$ cat src/rtl/fft_r4_pkg.sv
// Shared sizes and state encodings for the 16-point radix-4 FFT sequencer.
package fft_r4_pkg;

    localparam int N_POINTS   = 16;
    localparam int RADIX      = 4;
    localparam int ADDR_W     = 4;
    localparam int GRP_W      = 2;
    localparam int BF_LAT_MAX = 16;
    localparam int WAIT_W     = $clog2(BF_LAT_MAX + 1);

    localparam logic [ADDR_W-1:0] ADDR_LAST = ADDR_W'(N_POINTS - 1);
    localparam logic [GRP_W-1:0]  GRP_LAST  = GRP_W'(RADIX - 1);

    typedef enum logic [1:0] {
        F_LOAD = 2'd0,
        F_HOLD = 2'd1,
        F_S1   = 2'd2
    } front_t;

    typedef enum logic [1:0] {
        B_IDLE = 2'd0,
        B_WAIT = 2'd1,
        B_S2   = 2'd2
    } back_t;

endpackage

$ cat src/rtl/fft_vld_dly.sv
// Valid + tag shift register matching the butterfly pipeline latency.
module fft_vld_dly #(
    parameter int DEPTH = 2,
    parameter int W     = 2
) (
    input  logic         clk,
    input  logic         reset,
    input  logic         vld,
    input  logic [W-1:0] dat,
    output logic         vld_dly,
    output logic [W-1:0] dat_dly
);

    logic [DEPTH-1:0] vld_p;
    logic [W-1:0]     dat_p [DEPTH];

    always_ff @(posedge clk) begin
        if (!reset) begin
            vld_p <= '0;
            for (int i = 0; i < DEPTH; i++) dat_p[i] <= '0;
        end else begin
            vld_p[0] <= vld;
            dat_p[0] <= dat;
            for (int i = 1; i < DEPTH; i++) begin
                vld_p[i] <= vld_p[i-1];
                dat_p[i] <= dat_p[i-1];
            end
        end
    end

    assign vld_dly = vld_p[DEPTH-1];
    assign dat_dly = dat_p[DEPTH-1];

endmodule

$ cat src/rtl/fft_r4_16p_seq.sv
// Sequencer for the 16-point radix-4 FFT: front FSM loads and issues stage 1,
// back FSM waits out the pipeline and issues stage 2, overlapping the next load.
module fft_r4_16p_seq
    import fft_r4_pkg::*;
#(
    parameter int BF_LAT  = 2,
    parameter int FRAME_W = 8
) (
    input  logic               clk,
    input  logic               reset,
    input  logic               in_valid,
    output logic               in_ready,
    output logic               buf_wr_en,
    output logic [ADDR_W-1:0]  buf_wr_addr,
    output logic               bf1_en,
    output logic [GRP_W-1:0]   bf1_grp,
    output logic               mid_wr_en,
    output logic [GRP_W-1:0]   mid_wr_grp,
    output logic               bf2_en,
    output logic [GRP_W-1:0]   bf2_grp,
    output logic               out_valid,
    output logic [GRP_W-1:0]   out_k,
    output logic               frame_done,
    output logic [FRAME_W-1:0] frame_cnt
);

    localparam logic [WAIT_W-1:0] WAIT_LAST = WAIT_W'(BF_LAT - 1);

    front_t              front, front_nxt;
    back_t               back, back_nxt;
    logic [ADDR_W-1:0]   load_cnt, load_cnt_nxt;
    logic [GRP_W-1:0]    s1_cnt, s1_cnt_nxt;
    logic [GRP_W-1:0]    s2_cnt, s2_cnt_nxt;
    logic [WAIT_W-1:0]   wait_cnt, wait_cnt_nxt;
    logic [FRAME_W-1:0]  frame_cnt_q;
    logic                accept, back_free, s1_last;
    logic                mid_vld, out_vld;
    logic [GRP_W-1:0]    mid_grp, out_grp;

    assign back_free = (back == B_IDLE) || (back == B_S2 && s2_cnt == GRP_LAST);
    assign s1_last   = (front == F_S1) && (s1_cnt == GRP_LAST);

    // Every output is forced low while reset is held, independent of the
    // registered state, so the reset cycle itself is already quiet.
    assign in_ready    = reset && (front == F_LOAD);
    assign accept      = in_valid && in_ready;
    assign buf_wr_en   = accept;
    assign buf_wr_addr = reset ? load_cnt : '0;
    assign bf1_en      = reset && (front == F_S1);
    assign bf1_grp     = bf1_en ? s1_cnt : '0;
    assign bf2_en      = reset && (back == B_S2);
    assign bf2_grp     = bf2_en ? s2_cnt : '0;
    assign mid_wr_en   = reset && mid_vld;
    assign mid_wr_grp  = mid_wr_en ? mid_grp : '0;
    assign out_valid   = reset && out_vld;
    assign out_k       = out_valid ? out_grp : '0;
    assign frame_done  = out_valid && (out_k == GRP_LAST);
    assign frame_cnt   = reset ? frame_cnt_q : '0;

    always_ff @(posedge clk) begin
        if (!reset) begin
            front       <= F_LOAD;
            back        <= B_IDLE;
            load_cnt    <= '0;
            s1_cnt      <= '0;
            s2_cnt      <= '0;
            wait_cnt    <= '0;
            frame_cnt_q <= '0;
        end else begin
            front    <= front_nxt;
            back     <= back_nxt;
            load_cnt <= load_cnt_nxt;
            s1_cnt   <= s1_cnt_nxt;
            s2_cnt   <= s2_cnt_nxt;
            wait_cnt <= wait_cnt_nxt;
            if (frame_done) frame_cnt_q <= frame_cnt_q + FRAME_W'(1);
        end
    end

    always_comb begin
        front_nxt    = front;
        load_cnt_nxt = load_cnt;
        s1_cnt_nxt   = s1_cnt;
        unique case (front)
            F_LOAD: begin
                if (accept) begin
                    load_cnt_nxt = load_cnt + ADDR_W'(1);
                    if (load_cnt == ADDR_LAST) front_nxt = back_free ? F_S1 : F_HOLD;
                end
            end
            F_HOLD: begin
                if (back_free) front_nxt = F_S1;
            end
            F_S1: begin
                s1_cnt_nxt = s1_cnt + GRP_W'(1);
                if (s1_cnt == GRP_LAST) begin
                    front_nxt    = F_LOAD;
                    load_cnt_nxt = '0;
                    s1_cnt_nxt   = '0;
                end
            end
            default: front_nxt = F_LOAD;
        endcase
    end

    // The wait state spans exactly BF_LAT cycles so the last mid write
    // retires before the first stage-2 read.
    always_comb begin
        back_nxt     = back;
        s2_cnt_nxt   = s2_cnt;
        wait_cnt_nxt = wait_cnt;
        unique case (back)
            B_IDLE: begin
                if (s1_last) begin
                    back_nxt     = B_WAIT;
                    wait_cnt_nxt = '0;
                end
            end
            B_WAIT: begin
                wait_cnt_nxt = wait_cnt + WAIT_W'(1);
                if (wait_cnt == WAIT_LAST) begin
                    back_nxt   = B_S2;
                    s2_cnt_nxt = '0;
                end
            end
            B_S2: begin
                s2_cnt_nxt = s2_cnt + GRP_W'(1);
                if (s2_cnt == GRP_LAST) begin
                    back_nxt   = B_IDLE;
                    s2_cnt_nxt = '0;
                end
            end
            default: back_nxt = B_IDLE;
        endcase
    end

    fft_vld_dly #(.DEPTH(BF_LAT), .W(GRP_W)) u_mid_dly (
        .clk     (clk),
        .reset   (reset),
        .vld     (bf1_en),
        .dat     (s1_cnt),
        .vld_dly (mid_vld),
        .dat_dly (mid_grp)
    );

    fft_vld_dly #(.DEPTH(BF_LAT), .W(GRP_W)) u_out_dly (
        .clk     (clk),
        .reset   (reset),
        .vld     (bf2_en),
        .dat     (s2_cnt),
        .vld_dly (out_vld),
        .dat_dly (out_grp)
    );

endmodule

$ cat config.mk
export PLATFORM = sky130hd
export DESIGN_NAME = fft_r4_16p_seq
export DESIGN_NICKNAME = d
export VERILOG_FILES = /design/src/rtl/fft_r4_pkg.sv /design/src/rtl/fft_vld_dly.sv /design/src/rtl/fft_r4_16p_seq.sv
export SDC_FILE = /design/constraint.sdc
export NUM_CORES = 1
export LEC_CHECK = 0
export CAP_MARGIN = 20
export CORE_MARGIN = 10
export CORE_UTILIZATION = 50
export DETAILED_ROUTE_END_ITERATION = 8
export GPL_TIMING_DRIVEN = 0
export MAX_ROUTING_LAYER = met4
export PLACE_DENSITY_LB_ADDON = 0.15
export SLEW_MARGIN = 25
export SYNTH_ARGS = -nofsm -noshare
export SYNTH_HDL_FRONTEND = slang
export SYNTH_SLANG_ARGS = --single-unit
$ cat constraint.sdc
create_clock -name clk -period 2.45 [get_ports clk]
set_clock_uncertainty 0.2 [all_clocks]
set_input_delay 0.49 -clock clk [delete_from_list [all_inputs] [get_ports clk]]
set_output_delay 0.49 -clock clk [all_outputs]
set_load 0.01 [all_outputs]
# ---- Word-level counts from Yosys, hierarchy flattened
# Memories as Yosys holds them, arrays and structs flattened.
# Index checks and enable logic that the tools add are counted.
dict set report classes {
  eq_ne 16
  addsub 5
  n_bitwise 4
  reduce_logical 20
  muxes 31
}
# operator n
set op_table {}
lappend op_table {{2-to-1 mux 2 bit} 19}
lappend op_table {{2-to-1 mux 4 bit} 3}
lappend op_table {{case mux 2 bit (3 select lines)} 2}
lappend op_table {{== test 2 bit (second input constant)} 5}
lappend op_table {{!= test 2 bit (second input constant)} 5}
lappend op_table {{case mux 5 bit (2 select lines)} 1}
lappend op_table {{logical AND 1 bit} 9}
lappend op_table {{adder 8 x 1 -> 8 bit (second input constant)} 1}
lappend op_table {{2-to-1 mux 8 bit} 1}
lappend op_table {{case mux 4 bit (2 select lines)} 1}
lappend op_table {{AND reduction 3 bit} 2}
lappend op_table {{nonzero test 2 bit} 3}
lappend op_table {{adder 5 x 1 -> 5 bit (second input constant)} 1}
lappend op_table {{== test 5 x 1 -> 1 bit (second input constant)} 1}
lappend op_table {{2-to-1 mux 5 bit} 1}
lappend op_table {{adder 2 x 1 -> 2 bit (second input constant)} 2}
lappend op_table {{adder 4 x 1 -> 4 bit (second input constant)} 1}
lappend op_table {{== test 2 x 1 -> 1 bit (second input constant)} 2}
lappend op_table {{== test 4 bit (second input constant)} 1}
lappend op_table {{zero test 2 bit} 2}
lappend op_table {{!= test 2 x 1 -> 1 bit (second input constant)} 2}
lappend op_table {{OR 1 bit} 4}
lappend op_table {{case mux 2 bit (2 select lines)} 1}
lappend op_table {{AND reduction 2 bit} 2}
lappend op_table {{other kinds (3)} 4}
dict set report word_totals {
  regBits 29
  ramBits 8
  memories 2
  out_inout_bits 27
}
# name words word_bits rd rd_clocked_by_memory_dff wr line
set mem_list {}
lappend mem_list {u_mid_dly.dat_p 2 2 2 0 2 fft_vld_dly.sv:15} ;# logic [W-1:0] dat_p [DEPTH];
lappend mem_list {u_out_dly.dat_p 2 2 2 0 2 fft_vld_dly.sv:15}

# ---- Logic depth before layout (Yosys ltp)
dict set report depth {
  depth_word 7
  depth_mapped 5
  ltp_nobuf 5
}

# ---- By module
# Synthesis repeated with hierarchy kept, for this count alone.
dict set report hier_totals {
  hier_cells 192
  area_unflattened_um2 1695.4
}
# module area_per_inst_um2 cells_per_inst instances
set modules_own_cells {}
lappend modules_own_cells {fft_r4_16p_seq 1350.0 164 1}
lappend modules_own_cells {fft_vld_dly 172.7 14 2}

# ---- Worst setup path before layout
# No wires, ideal clock.
dict set report synth_timing {
  path_kind {input-to-output}
  from {input port reset}
  to {output port mid_wr_en}
  t_arrival_ns 1.178
  required_time_ns 1.760
  stages 4
  n_path_buf 3
  setup_slack_ns 0.582
  path_cell_list {buf_4 > buf_2 > clkbuf_1 > and2_1}
}
dict set report synth_between {
  elab_chain_cells 1
}
# element line
set synth_lines {}
lappend synth_lines {{start: declaration} fft_r4_16p_seq.sv:10} ;# input logic reset,
lappend synth_lines {{logical AND 1 bit} fft_r4_16p_seq.sv:53} ;# assign mid_wr_en = reset && mid_vld;
lappend synth_lines {{end: declaration} fft_r4_16p_seq.sv:17} ;# output logic mid_wr_en,
# No other way between the ends.

# ---- Final worst setup path
dict set report layout_timing {
  from {input port reset}
  to {output port buf_wr_addr[0]}
}
dict set report layout_between {
  elab_chain_cells 1
}
# element line
set layout_lines {}
lappend layout_lines {{2-to-1 mux 4 bit} fft_r4_16p_seq.sv:48} ;# assign buf_wr_addr = reset ? load_cnt : '0;
lappend layout_lines {{end: declaration} fft_r4_16p_seq.sv:14} ;# output logic [ADDR_W-1:0] buf_wr_addr,
# No other way between the ends.

==> results.json <==
{
  "status": "finished clean",
  "io_pins": 30,
  "die_area_mm2": 0.00602,
  "grt_start_max_net_pins": 19,
  "cts.htree.levels": 2,
  "critical_path_arrival_ns": 1.68,
  "utilization": 0.687,
  "peakVddDrop_uv": 315,
  "wl_per_cell_um": 14.6,
  "fp-row-count": 20,
  "max_freq_mhz": 422,
  "antenna_found_initial": 0,
  "timing_worst_slew_pin_value_ns": 0.552,
  "antenna_cells": 0,
  "worstSkewPairLatency_ns": 0.34,
  "pre_cts_ws_ns": -0.269,
  "nets": 233,
  "worstSetupStartpointType": "input pin",
  "path_max_fanout": 10,
  "route.detailed.drc": 0,
  "fin_cells": 269,
  "clk_path_buf_depth": 2,
  "cp_cell_sequence": "buf_4, buf_6, clkbuf_4, and2_1, clkdlybuf4s50_1",
  "cp_slowest_cell": "clkdlybuf4s50_1",
  "gp_congestion": 0.841,
  "area_delta_synth_final_pct": 28.7,
  "postRouteAntennaNets": 0,
  "placed_cells": 261,
  "grt_pass1_vias": 1551,
  "yosysWarnings": 0,
  "grt_busiest_layer": "met2",
  "worstSetupEndpointType": "primary output",
  "layout_min_cycle_time_ns": 2.37,
  "grt_util_met1": 0.149,
  "worst-path-buf-inv": 4,
  "finalPower_mw": 1.17,
  "ys_dominant_reg_cell": "dfxtp_1",
  "hold_buffers": 0,
  "grtUsageMet2": 0.236,
  "final.period_utilization": 0.968,
  "grt_use_total": 0.141,
  "synth-edff-count": 0,
  "yosysSeqAreaShare": 0.447,
  "grt_first_pass_wirelength_um": 6900,
  "die_h_um": 77.6,
  "cts_tree": "done",
  "rsz0062_at_grt": "false",
  "wirelength_um": 3930,
  "dieWidth_um": 77.6,
  "crit_required_ns": 1.76,
  "ys_types": 37,
  "drive_gt1_frac": 0.124,
  "routed_via_density": 5.42,
  "port_buffers": 28,
  "cts.clk_slew.worst_paths_ns": 0.11,
  "hpwl_um": 2990,
  "slew_violations": 0,
  "max_stage_delay_ns": 0.53,
  "max_slew_margin": 0.632,
  "grt-ovfl-total": 0,
  "core_mm2": 0.00310,
  "finalSetupViolCount": 0,
  "leakage_nw": 0.911,
  "critical_path.top_delay_family": "buffers and inverters",
  "synth_nets": 198,
  "p_per_area_mw_per_mm2": 551,
  "synthArstFlopShare": 0,
  "syn_inst": 189,
  "start_util": 0.534,
  "synthesis.area_mm2": 0.00166,
  "drt_pass1_iterations": 4,
  "path_class": "input pin to primary output",
  "drv_cap": 0,
  "syn_area_per_cell_um2": 8.77,
  "grtUsageMet3": 0.0449,
  "hold_viol_final": 0,
  "cts_sinks": 37,
  "cts_buffers": 5,
  "synth_seq_cells": 37,
  "vias": 1457,
  "hp-class": "flop to flop",
  "initialDrtViolationCount": 71,
  "setup_ws_ns": 0.0785,
  "clock_tree.root_cell": "clkbuf_4"
}
==> state kept, by name, summed over array words and instances, names as in the netlist <==
signal / flops
u_mid_dly.dat_p: 4
s2_cnt: 2
s1_cnt: 2
wait_cnt: 5
u_out_dly.dat_p: 4
front: 2
u_out_dly.vld_p: 2
u_mid_dly.vld_p: 2
load_cnt: 4
frame_cnt_q: 8
back: 2
==> final timing paths <==
path | start | to | slack, ns | depth (start not counted)
setup / recovery | reset | buf_wr_addr[0] | 0.08 | 5
hold / removal | u_out_dly.dat_p[0][0] | u_out_dly.dat_p[0][2] | 0.25 | 1
setup reg to reg | s1_cnt[0] | wait_cnt[2] | 0.61 | 4
hold reg to reg | u_out_dly.dat_p[0][0] | u_out_dly.dat_p[0][2] | 0.25 | 1
==> metal layers <==
layer / wire, µm / share of wire / vias up
li1: - / - / 722
met1: 1730 / 0.44 / 700
met2: 1950 / 0.50 / 28
met3: 201 / 0.051 / 7
met4: 47 / 0.012 / 0
met5: 0 / 0 / -
==> synth_stat cells (all sizes together) (2+ instances only) <==
library cell,n,share of area
dfxtp,37,0.45
and2,22,0.083
nand2,18,0.041
nor2,13,0.029
nand3,9,0.027
a21oi,8,0.024
and3,8,0.030
inv,8,0.018
ha,6,0.045
or3,6,0.023
nand2b,5,0.019
o21ai,5,0.015
o22ai,5,0.019
buf,4,0.014
clkbuf,4,0.0091
mux2i,4,0.024
nand4,4,0.015
mux2,3,0.020
nor3,3,0.012
nand3b,2,0.0091
nor2b,2,0.0076
==> layout by cell type, fill, tap and decap left out, types with 5 or more instances in the layout <==
master,Yosys,final
nand2_1,18,18
inv_1,7,5
nand3_1,9,9
buf_4,1,6
dfxtp_1,37,36
a21oi_1,8,8
clkdlybuf4s50_1,0,24
and3_1,8,8
o21ai_0,5,5
ha_1,6,6
nor2_1,13,13
and2_1,22,22
clkbuf_4,0,6
or3_1,6,6
o22ai_1,5,5
==> logic make-up after synthesis <==
group                      Yosys count  share of synthesized area
adders and majority gates            6                     0.0453
AOI/OAI and AO/OA                   24                     0.0876
DFF                                 37                      0.447
and+or+nand+nor                     98                      0.329
buffers and inverters               16                     0.0408
muxes                                7                     0.0446
xor gates and xnor gates             1                    0.00529
==> power by group <==
group / switching, mW / internal (mW)
combinational: 0.0277 / 0.0183
clock: 0.206 / 0.316
sequential: 0.00276 / 0.604
total: 0.236 / 0.938
==> final cells by class <==
cell class,count,area (µm²)
buffer,6,48.8
clock buffer,5,37.5
clock inverter,3,65.1
fill,288,971
inverter,8,30.0
multi-input combinational,136,856
sequential,37,742
tap,44,55.1
timing repair buffer,30,298
==> worst register-to-register path, delay by kind of cell, from the launching register on <==
kind                       cells  cell delay (ns)
AOI/OAI and AO/OA              2             0.70
DFF                            1             0.40
and+or+nand+nor                1             0.21
adders and majority gates      1             0.19
==> through the flow <==
step	hold WS, ns	cell area [µm²]	TNS (ns)
floorplan	0.212	1660	0
global placement	0.217	1990	-2.38
detailed placement	0.225	1990	-2.84
CTS	0.253	2110	0
global route	0.272	2130	0
finish	0.248	2130	0
==> timing repair <==
action	CTS	global route
endpoints found under the setup margin	17	16
setup buffers	1	1
pin swaps	0	1
cloned	0	0
resized for setup	9	11
Power figures use the tool's default switching activity.
==> edit 1, RTL diff (config.mk and constraints unchanged) <==
Remove the case item `B_WAIT` of the case on `back`.
--- a/src/rtl/fft_r4_16p_seq.sv
+++ b/src/rtl/fft_r4_16p_seq.sv
@@ -116,13 +116,6 @@
                     wait_cnt_nxt = '0;
                 end
             end
-            B_WAIT: begin
-                wait_cnt_nxt = wait_cnt + WAIT_W'(1);
-                if (wait_cnt == WAIT_LAST) begin
-                    back_nxt   = B_S2;
-                    s2_cnt_nxt = '0;
-                end
-            end
             B_S2: begin
                 s2_cnt_nxt = s2_cnt + GRP_W'(1);
                 if (s2_cnt == GRP_LAST) begin
Formal check against the unedited RTL: same outputs for any inputs over 10 cycles, from zero or initial values and one cycle with reset low; that may be too few to reach the edited logic, so the function may still have changed.
==> edit 1 against the original RTL <==
  * Synthesized area down 54%
  * Setup slack improved by 0.026 ns
  * First-iteration DRC count down 86%
  * Cell area is 52% lower
  * Power fell by 61%
  * Final cell count decreased by 52%
  * Largest power group unchanged
  * Hold slack worse by 0.0087 ns
  * Highest routed layer unchanged
  * Sequential power decreased by 58%
  * Routed wire length down 60%
  * Die area is 42% lower
  * Sequential share of layout area fell by 5.0 points
  * Sequential cell count down 22
==> edit 1: results (changes against the original RTL) <==
stage,metric,value,unit,change
synth,XOR/XNOR Fraction of Synth Area,0,%,was 0.5287%
route,Via density,4.615,,was 5.416
clocking,clock-pin transition on the worst setup and hold timing paths,0.09,ns,was 0.11 ns
final_layout,Regs by FF count,"load_cnt (4), u_mid_dly.dat_p (4)",,"was frame_cnt_q (8), wait_cnt (5)"
place,Port Buffers,14,,was 28
global_routing,met2 Use GR,14.41,%,was 23.58%
final_layout,multi-input combinational cell count,63,,was 136
final_layout,inverters,1,,was 8
status,status,finished clean,,unchanged
final_layout,Layout Cells excl Fill,130,,was 269
final_layout,ClkCell Share,2.716,%,was 4.812%
floorplan,CORE AREA,1471,um2,was 3103 um2
global_routing,GR Util met1,9.830,%,was 14.92%
place,HPWL after detailed placement,1.186,mm,was 2.992 mm
global_routing,first-pass GRT wire length,2.649,mm,was 6.900 mm
final_layout,Plain + repair buffers,31,,was 36
pwr,Sequential Power Share,55.3,%,was 51.7%
route,DR iter-0 viols,10,,was 71
pwr,Cell Int Power,0.3446,mW,was 0.9383 mW
synth,top post-synthesis cells by area,"dfxtp_1 (39%), buf_4 (15%), and2_1 (9.8%), nand4bb_4 (3.6%), nand2_1 (3.4%)",,"was dfxtp_1 (45%), and2_1 (8.3%), ha_1 (4.5%), nand2_1 (4.1%), and3_1 (3.0%)"
synth,Synth top cells by count,"buf_4 (15), dfxtp_1 (15), and2_1 (12), nand2_1 (7), and3_1 (4)",,"was dfxtp_1 (37), and2_1 (22), nand2_1 (18), nor2_1 (13), nand3_1 (9)"
pwr,Logic pwr share,14.5,%,was 3.9%
clocking,clock latency at the later pin of the worst-skew pair,0.28,ns,was 0.34 ns
route,per-cell routed wire length,11.98,um,was 14.59 um
pwr,Switching Fraction,25.24,%,was 20.10%
worst_setup_path,Critical Path AT,1.66,ns,was 1.68 ns
## edit 1: cell types whose count changed in the layout (fill, tap and decap cells not counted), moves of 8 or more
cell	unedited run	this run
a21oi_1	8	0
and2_1	22	12
buf_4	6	15
clkdlybuf4s50_1	24	11
conb_1	0	15
dfxtp_1	36	14
nand2_1	18	7
nor2_1	13	0
## edit 1: worst paths after layout
path                                    startpoint  slack, ns                 end
worst max-delay path                         reset       0.10      buf_wr_addr[1]
worst max register to register         load_cnt[0]       0.93            front[1]
worst min-delay path            u_mid_dly.vld_p[0]       0.24  u_mid_dly.vld_p[1]
worst min register to register  u_mid_dly.vld_p[0]       0.24  u_mid_dly.vld_p[1]
## edit 1: what timing repair did
item                                    4_1_cts  5_1_grt
endpoints found under the setup margin       12        4
pin swaps                                     0        0
gates cloned                                  0        0
resized for setup                             7        2
## edit 1: per-layer routing
metal,part of all wire [%],up-vias
li1,-,319
met1,39,251
met2,45,26
met3,15,4
met4,1.3,0
met5,0,-
==> edit 2, RTL diff (same settings) <==
Without the edit above. The parameter `FRAME_W` goes from 8 to 6.
--- a/src/rtl/fft_r4_16p_seq.sv
+++ b/src/rtl/fft_r4_16p_seq.sv
@@ -4,7 +4,7 @@
     import fft_r4_pkg::*;
 #(
     parameter int BF_LAT  = 2,
-    parameter int FRAME_W = 8
+    parameter int FRAME_W = 6
 ) (
     input  logic               clk,
     input  logic               reset,
Ports: changed (resized frame_cnt); port bits go from 30 to 28. The function was not compared with the original's and may differ.
==> edit 2 against the original RTL <==
  * First-iteration DRC count fell by 42%
  * Cell area fell by 6.5%
  * Clock power fell by 2%
  * Sequential share of layout area rose by 0.39 points
  * Register-to-register slack improved by 0.10 ns
  * Sequential cell count fell by 2
  * Setup slack got worse by 0.017 ns
  * Non-clock buffer count fell by 3
  * Combinational power fell by 0.9%
  * Routed wire length fell by 13%
  * Power fell by 3.5%
  * Synthesized area fell by 5.8%
  * Largest cell class unchanged
==> edit 2: results (changes against the original RTL) <==
stage,metric,value,unit,change
global_routing,largest net degree at the start of global routing,16,,was 19
pwr,Clock Power,0.513,mW,was 0.522 mW
synth,top post-synthesis cells by area,"dfxtp_1 (45%), and2_1 (9.2%), ha_1 (4.8%), nand2_1 (3.4%), and3_1 (3.2%)",,"was dfxtp_1 (45%), and2_1 (8.3%), ha_1 (4.5%), nand2_1 (4.1%), and3_1 (3.0%)"
timing,worst slew pin tran,0.3988,ns,was 0.5516 ns
place,Port Buffers,27,,was 28
global_routing,GR Util met1,13.91,%,was 14.92%
pwr,VDD IR max,382.4,uV,was 315.2 uV
global_routing,vias in the first global route,1264,,was 1551
pwr,switching power,0.2251,mW,was 0.2361 mW
global_routing,grt met3 use,3.776,%,was 4.493%
synth,Cells after Synth,176,,was 189
clocking,number of setup buffers added after CTS,0,,was 1
synth,Yosys cell types,36,,was 37
worst_setup_path,Critical Path AT,1.70,ns,was 1.68 ns
status,status,finished clean,,unchanged
synth,Synth top cells by count,"dfxtp_1 (35), and2_1 (23), nand2_1 (14), inv_1 (10), nand3_1 (9)",,"was dfxtp_1 (37), and2_1 (22), nand2_1 (18), nor2_1 (13), nand3_1 (9)"
route,DR iter-0 viols,41,,was 71
place,Area after DPL,1886,um2,was 1992 um2
final_layout,nets@finish,217,,was 233
synth,post-synthesis sequential area ratio,44.91,%,was 44.71%
route,met1 WL,1.425,mm,was 1.730 mm
timing,final hold slack,0.2452,ns,was 0.2483 ns
final_layout,Regs by FF count,"frame_cnt_q (6), wait_cnt (5)",,"was frame_cnt_q (8), wait_cnt (5)"
route,routed length on met2,1.704,mm,was 1.946 mm
global_routing,met2 Use GR,22.83,%,was 23.58%
final_layout,Antenna Cells,0,,unchanged
place,GP Congestion,0.8049,,was 0.8408
global_routing,first-pass GRT wire length,5.768,mm,was 6.900 mm
pwr,clock power share,45.2,%,was 44.4%
worst_setup_path,Worst Setup EP,bf1_grp[0],,was buf_wr_addr[0]
clocking,TritonCTS buffer count,5,,unchanged
pwr,P_leak,0.8484,nW,was 0.9107 nW
synth,net count after synthesis,185,,was 198
synth,ys async rst share,0,%,unchanged
hold_path,WHS Endpoint,u_out_dly.vld_p[1],,was u_out_dly.dat_p[0][2]
clocking,Max Buffers Root-to-Sink,2,,unchanged
global_routing,GRT Overall Usage,13.50,%,was 14.05%
final_layout,filler cell count in the final layout,255,,was 288
route,per-cell routed wire length,13.45,um,was 14.59 um
pwr,Seq. pwr,0.575,mW,was 0.607 mW
pwr,Biggest consumer,registers,,unchanged
route,first-pass iteration count of the detailed router,4,,unchanged
final_layout,Layout Cells excl Fill,253,,was 269
final_layout,layout cell share with drive strength beyond 1,11.00,%,was 12.44%
place,post-place setup slack,-0.7664,ns,was -0.2686 ns
worst_setup_path,worst r2r dst,wait_cnt[4],,was wait_cnt[2]
place,HPWL after detailed placement,2.603,mm,was 2.992 mm
route,Via density,5.202,,was 5.416
timing,Tmin final,2.388,ns,was 2.372 ns
hold_path,HP Start,u_out_dly.vld_p[0],,was u_out_dly.dat_p[0][0]
worst_setup_path,r2r setup slk,0.71,ns,was 0.61 ns
route,met3 routed WL,202,um,was 201 um
## edit 2: worst max-delay path, cell delays in order
cell and delay [ns]:
buf_4 0.15, buf_6 0.15, clkbuf_4 0.20, and3_1 0.17
clkdlybuf4s50_1 0.54
## edit 2: final cells by class
cell class / count / area [um2] / area share, %
clock buffers: 6 / 41.29 / 2.070
inverters: 12 / 45.04 / 2.258
repair buffers: 27 / 262.8 / 13.17
multi-input cells: 121 / 784.5 / 39.34
well taps: 44 / 55.05 / 2.760
plain buffers: 6 / 43.79 / 2.196
flip-flops and latches: 35 / 701.9 / 35.19
clock inverters: 2 / 60.06 / 3.011
## edit 2: timing repair
item | CTS | global route
setup endpoints to repair | 25 | 3
resized for setup | 18 | 3
hold buffers | 0 | 0
## edit 2: cell families after synthesis
family,count (synthesis),synth area share [%]
AO/OA/AOI/OAI,26,10.75
XOR/XNOR,3,1.684
adder cells (fa/ha/maj),6,4.811
buffers and inverters,20,5.133
AND/OR/NAND/NOR,82,30.07
flip-flops,35,44.91
multiplexers,4,2.646
